<file path="src/rtl/mips_pkg.sv">
// Shared definitions for the instruction fetch slice: reset vector,
// fetch FSM states and instruction field positions.
package mips_pkg;

  localparam logic [31:0] RESET_PC_DEFAULT = 32'h0000_0000;

  // FETCH: request pending at pc. DRAIN: one stale word still in flight.
  typedef enum logic {
    FETCH = 1'b0,
    DRAIN = 1'b1
  } fetch_state_e;

  localparam int unsigned OPCODE_MSB = 31;
  localparam int unsigned OPCODE_LSB = 26;
  localparam int unsigned FUNC_MSB   = 5;
  localparam int unsigned FUNC_LSB   = 0;

  // Fetch addresses are always word aligned.
  function automatic logic [31:0] word_align(input logic [31:0] addr);
    return {addr[31:2], 2'b00};
  endfunction

endpackage

</file>
<file path="src/rtl/fetch_slot.sv">
// Single instruction holding register with valid bit.
// Priority: reset, flush, load, consume.
module fetch_slot
  import mips_pkg::*;
(
  input  logic        clk,
  input  logic        reset,
  input  logic        load,
  input  logic        flush,
  input  logic        consume,
  input  logic [31:0] load_inst,
  input  logic [31:0] load_pc,
  output logic        valid,
  output logic [31:0] inst,
  output logic [31:0] inst_pc
);

  // Slot register update.
  always_ff @(posedge clk) begin
    if (reset) begin
      valid   <= 1'b0;
      inst    <= '0;
      inst_pc <= '0;
    end else if (flush) begin
      valid <= 1'b0;
    end else if (load) begin
      valid   <= 1'b1;
      inst    <= load_inst;
      inst_pc <= load_pc;
    end else if (consume) begin
      valid <= 1'b0;
    end
  end

endmodule

</file>
<file path="src/rtl/fetch_unit.sv">
// Instruction fetch: issues word fetches at pc, holds one instruction for
// decode, and handles redirects including discarding one stale returning word.
module fetch_unit
  import mips_pkg::*;
#(
  parameter logic [31:0] RESET_PC = RESET_PC_DEFAULT
) (
  input  logic        clk,
  input  logic        reset,
  output logic        imem_req,
  output logic [31:0] imem_addr,
  input  logic        imem_valid,
  input  logic [31:0] imem_data,
  output logic        imem_ready,
  input  logic        stall,
  input  logic        redirect,
  input  logic [31:0] redirect_pc,
  output logic        inst_valid,
  output logic [31:0] inst,
  output logic [5:0]  opcode,
  output logic [5:0]  func,
  output logic [31:0] inst_pc,
  output logic [31:0] pc_plus4
);

  fetch_state_e state, state_next;
  logic [31:0]  pc, pc_next;
  logic         slot_free;
  logic         accept;
  logic         slot_load;
  logic         slot_flush;
  logic         slot_consume;

  assign slot_free = !inst_valid || !stall;
  assign accept    = imem_valid && imem_ready;

  assign imem_addr = pc;
  assign opcode    = inst[OPCODE_MSB:OPCODE_LSB];
  assign func      = inst[FUNC_MSB:FUNC_LSB];
  assign pc_plus4  = inst_pc + 32'd4;

  // State and pc registers.
  always_ff @(posedge clk) begin
    if (reset) begin
      state <= FETCH;
      pc    <= RESET_PC;
    end else begin
      state <= state_next;
      pc    <= pc_next;
    end
  end

  // Handshake, next state, next pc and slot controls.
  always_comb begin
    state_next   = state;
    pc_next      = pc;
    imem_req     = 1'b0;
    imem_ready   = 1'b0;
    slot_load    = 1'b0;
    slot_flush   = 1'b0;
    slot_consume = inst_valid && !stall;

    case (state)
      FETCH: begin
        imem_req   = !reset;
        imem_ready = slot_free;
      end
      DRAIN: begin
        imem_ready = 1'b1;
      end
      default: begin
        imem_ready = 1'b1;
      end
    endcase

    if (redirect) begin
      // A beat accepted alongside the redirect is the only outstanding one,
      // so no drain is needed; otherwise one stale word is still to come.
      // In DRAIN this also leaves once the stale word arrives, since the
      // redirected address has not been requested yet.
      pc_next    = word_align(redirect_pc);
      slot_flush = 1'b1;
      state_next = accept ? FETCH : DRAIN;
    end else if (state == FETCH) begin
      if (accept) begin
        slot_load = 1'b1;
        pc_next   = pc + 32'd4;
      end
    end else begin
      if (accept) begin
        state_next = FETCH;
      end
    end
  end

  fetch_slot u_slot (
    .clk       (clk),
    .reset     (reset),
    .load      (slot_load),
    .flush     (slot_flush),
    .consume   (slot_consume),
    .load_inst (imem_data),
    .load_pc   (pc),
    .valid     (inst_valid),
    .inst      (inst),
    .inst_pc   (inst_pc)
  );

endmodule
</file>
<file path="config.mk">
export PLATFORM = sky130hd
export DESIGN_NAME = fetch_unit
export DESIGN_NICKNAME = d
export VERILOG_FILES = /design/src/rtl/mips_pkg.sv /design/src/rtl/fetch_slot.sv /design/src/rtl/fetch_unit.sv
export SDC_FILE = /design/constraint.sdc
export NUM_CORES = 1
export LEC_CHECK = 0
export BUFFER_PORTS_ARGS = -buffer_cell sky130_fd_sc_hd__buf_2
export CORE_MARGIN = 2
export CORE_UTILIZATION = 51
export DETAILED_ROUTE_END_ITERATION = 8
export GPL_TIMING_DRIVEN = 0
export PLACE_DENSITY_LB_ADDON = 0.08
export REMOVE_ABC_BUFFERS = 1
export SYNTH_ARGS = -nofsm -noshare
export SYNTH_HDL_FRONTEND = slang
export SYNTH_HIERARCHICAL = 1
export SYNTH_SLANG_ARGS = --single-unit
export TNS_END_PERCENT = 30
</file>
<file path="constraint.sdc">
create_clock -name clk -period 2.08 [get_ports clk]
set_clock_uncertainty 0.15 [all_clocks]
set_input_delay 0.416 -clock clk [delete_from_list [all_inputs] [get_ports clk]]
set_output_delay 0.416 -clock clk [all_outputs]
set_load 0.03 [all_outputs]
</file>
==> qor.yml <==
grt_util_all_layers_pct: 27.37
status: "finished, violations left"
synth_area_per_cell_um2: 9.049
finalCritPeriodShare_pct: 124.0
synth_compound_area_share_pct: 16.31
fin_ws_ns: -0.4983
setup_violations: 25
place_area_um2: 6849
r2r-end: "u_slot/inst[7]"
routed_wirelength_um: 18510
reg2reg_depth: 7
cts_buffer_depth: 2
cts_root_buffer: "clkbuf_16"
drcViolationCount: 0
p_leak_nw: 3.369
die_w_um: 112.5
async_reset_ff_share_pct: 0
min-delay-start: "imem_valid"
critPathKind: "register to output pin"
cts_buffers: 9
powerDensity_nw_per_um2: 556.5
grt_start_max_net_pins: 109
ys_ff_latch: 96
r2r_slack_ns: 0.03
violations: "setup timing"
max_freq_mhz: 387.8
hold_viol_final: 0
endpoint_kind: "output pin"
synth_adder_area_share_pct: 0.4171
final_max_slew_viol_count: 0
die_area_um2: 12650
worst_slew_pin_slew_ns: 0.6331
clk_latency_ns: 0.34
grt_pass1_vias: 5439
core.rowCount: 39
die_h_um: 112.5
dominantRegCellSynth: "dfxtp_1"
drt_pass1_iterations: 5
start_util_pct: 52.32
hpwl_um: 11450
synthMuxAreaShare_pct: 0
fin_cells: 1006
path_clk_slew_ns: 0.06
fillers: 946
layout_common_cells: "buf_2, dfxtp_1, nand2b_1, nand4bb_1, o21ai_2"
cp_max_fo: 4
antenna_found_initial: 0
wl_per_cell_um: 18.40
cts_tree: "done"
max_cap_violations: 0
ios: 212
slew_headroom_pct: 57.79
ys_seq_area_share_pct: 32.03
drtAntennaViolNets: 0
drive_gt1_share_pct: 46.81
rsz0062_at_grt: "yes"
cts_max_level: 3
synth_xor_area_share_pct: 4.964
holdPathEnd: "state"
design_area_um2: 7931
rr_startpoint: "state"
critPathLaunchType: "register"
dp_cells: 946
routed_via_density: 5.981
final_common_cell: "buf_2"
antennaDiodeCount: 0
synth-simple-area-share_pct: 37.37
ctsHoldBuffers: 0
grt-ovfl-total: 0
required_ns: 1.51
yosys_warnings: 6
synthDistinctLibCells: 57
syn_inst: 663
layout.nets: 929
cts.sinks: 96
crit_arrival_ns: 2.01
syn_area_um2: 6000
power_mw: 4.414
gp_congestion: 0.8447
ir_worst_vdd_uv: 418.4
holdWs_ns: 0.1031
design.core.area_um2: 11470
min_path_type: "input port to register"
io_buffers: 207
drtIter0Drc: 454
synth_top_family_by_area: "simple AND/OR/NAND/NOR gates"
dr_total_vias: 6017
min_path_cells: 2
synth_edf_count: 0
period_minus_slack_ns: 2.578
grt_pass1_wl_um: 28140
area_growth_pct: 32.20
fin_util_pct: 69.17
-- sequential cells by signal, indices dropped and copies added (netlist names) --
signal and cells:
state 1, u_slot/inst 32, u_slot/inst_pc 32, imem_addr 30
u_slot/valid 1
-- cells in the mapped netlist (all sizes together), types with 6 or more instances --
library cell,count,area [um^2]
dfxtp,96,1922
o21ai,67,560.5
nand2b,64,400.4
nand4bb,64,720.7
buf,55,425.4
nand3,39,205.2
nor2,36,135.1
xnor2,24,210.2
nand2,23,93.84
nand4,22,143.9
clkbuf,19,71.32
or4,16,120.1
a311oi,11,96.34
o31ai,11,82.58
nor3,10,55.05
nor4,10,68.81
xor2,10,87.58
and3,9,56.30
inv,9,33.78
and4,8,70.07
a21oi,7,35.03
and2,7,45.05
a211oi,6,45.04
nor3b,6,45.04
-- worst max-delay path by stage --
stage / from / to / slack, ns / cells after the start
4_1_cts: u_slot/inst_pc[3] / pc_plus4[18] / -0.46 / 7
6_report: u_slot/inst_pc[2] / pc_plus4[16] / -0.50 / 8
3_5_place_dp: imem_valid / u_slot/inst_pc[31] / -1.63 / 7
2_1_floorplan: imem_valid / u_slot/inst[27] / -4.14 / 5
3_3_place_gp: imem_valid / u_slot/inst[27] / -6.48 / 6
5_1_grt: u_slot/inst_pc[2] / pc_plus4[22] / -0.60 / 8
-- per-stage QoR --
step	TNS [ns]	setup WS (ns)
after floorplan	-270.89	-4.141
after global placement	-450.43	-6.476
after detailed placement	-126.76	-1.633
after CTS	-9.224	-0.4565
after global routing	-9.732	-0.6034
final	-6.835	-0.4983
-- area by class of cell --
type / count / area (um^2) / area share [%]
tap: 143 / 178.9 / 2.256
clock inverter: 4 / 20.02 / 0.2524
multi-input combinational: 490 / 3895 / 49.11
inverter: 9 / 37.54 / 0.4733
clock buffer: 12 / 246.5 / 3.108
sequential: 96 / 1988 / 25.07
timing repair buffer: 251 / 1558 / 19.64
timing repair inverter: 1 / 7.507 / 0.09465
-- critical path, cell delays in order (launching register included) --
cell     delay [ns]
dfxtp_4        0.37
ha_4           0.14
nand4_1        0.09
buf_6          0.15
nor4_4         0.30
buf_4          0.19
buf_6          0.09
xor2_1         0.14
buf_4          0.19
-- kinds of logic (layout without fill, tap and decap cells) --
family          after synthesis  after routing
buf+inv                      83            277
xor+xnor                     34             34
fa+ha+maj                     2              2
flops                        96             96
compound gates              121            121
other cells                   1              4
simple gates                326            329
-- per-layer routing --
| layer | GRT usage (%) | vias up | share of wire (%) | routed length, um |
|---|---|---|---|---|
| met5 | 0 | - | 0 | 0 |
| met4 | 10.41 | 0 | 1.9 | 346 |
| met3 | 4.104 | 26 | 5.7 | 1057 |
| met1 | 37.18 | 2927 | 44 | 8076 |
| li1 | - | 2849 | - | - |
| met2 | 44.14 | 215 | 49 | 9027 |
-- power by group --
part	leakage, nW	internal (mW)	total [mW]	switching, mW
sequential	0.800	1.91	2.03	0.117
combinational	2.43	0.315	0.832	0.517
clock	0.136	0.837	1.55	0.718
total	3.37	3.06	4.41	1.35
-- timing repair --
| action | 4_1_cts | 5_1_grt |
|---|---|---|
| pin swaps | 10 | 24 |
| gates cloned | 3 | 1 |
| buffers inserted | 16 | 25 |
| resized for setup | 43 | 111 |
| endpoints found under the setup margin | 121 | 118 |
Power figures use the tool's default switching activity.
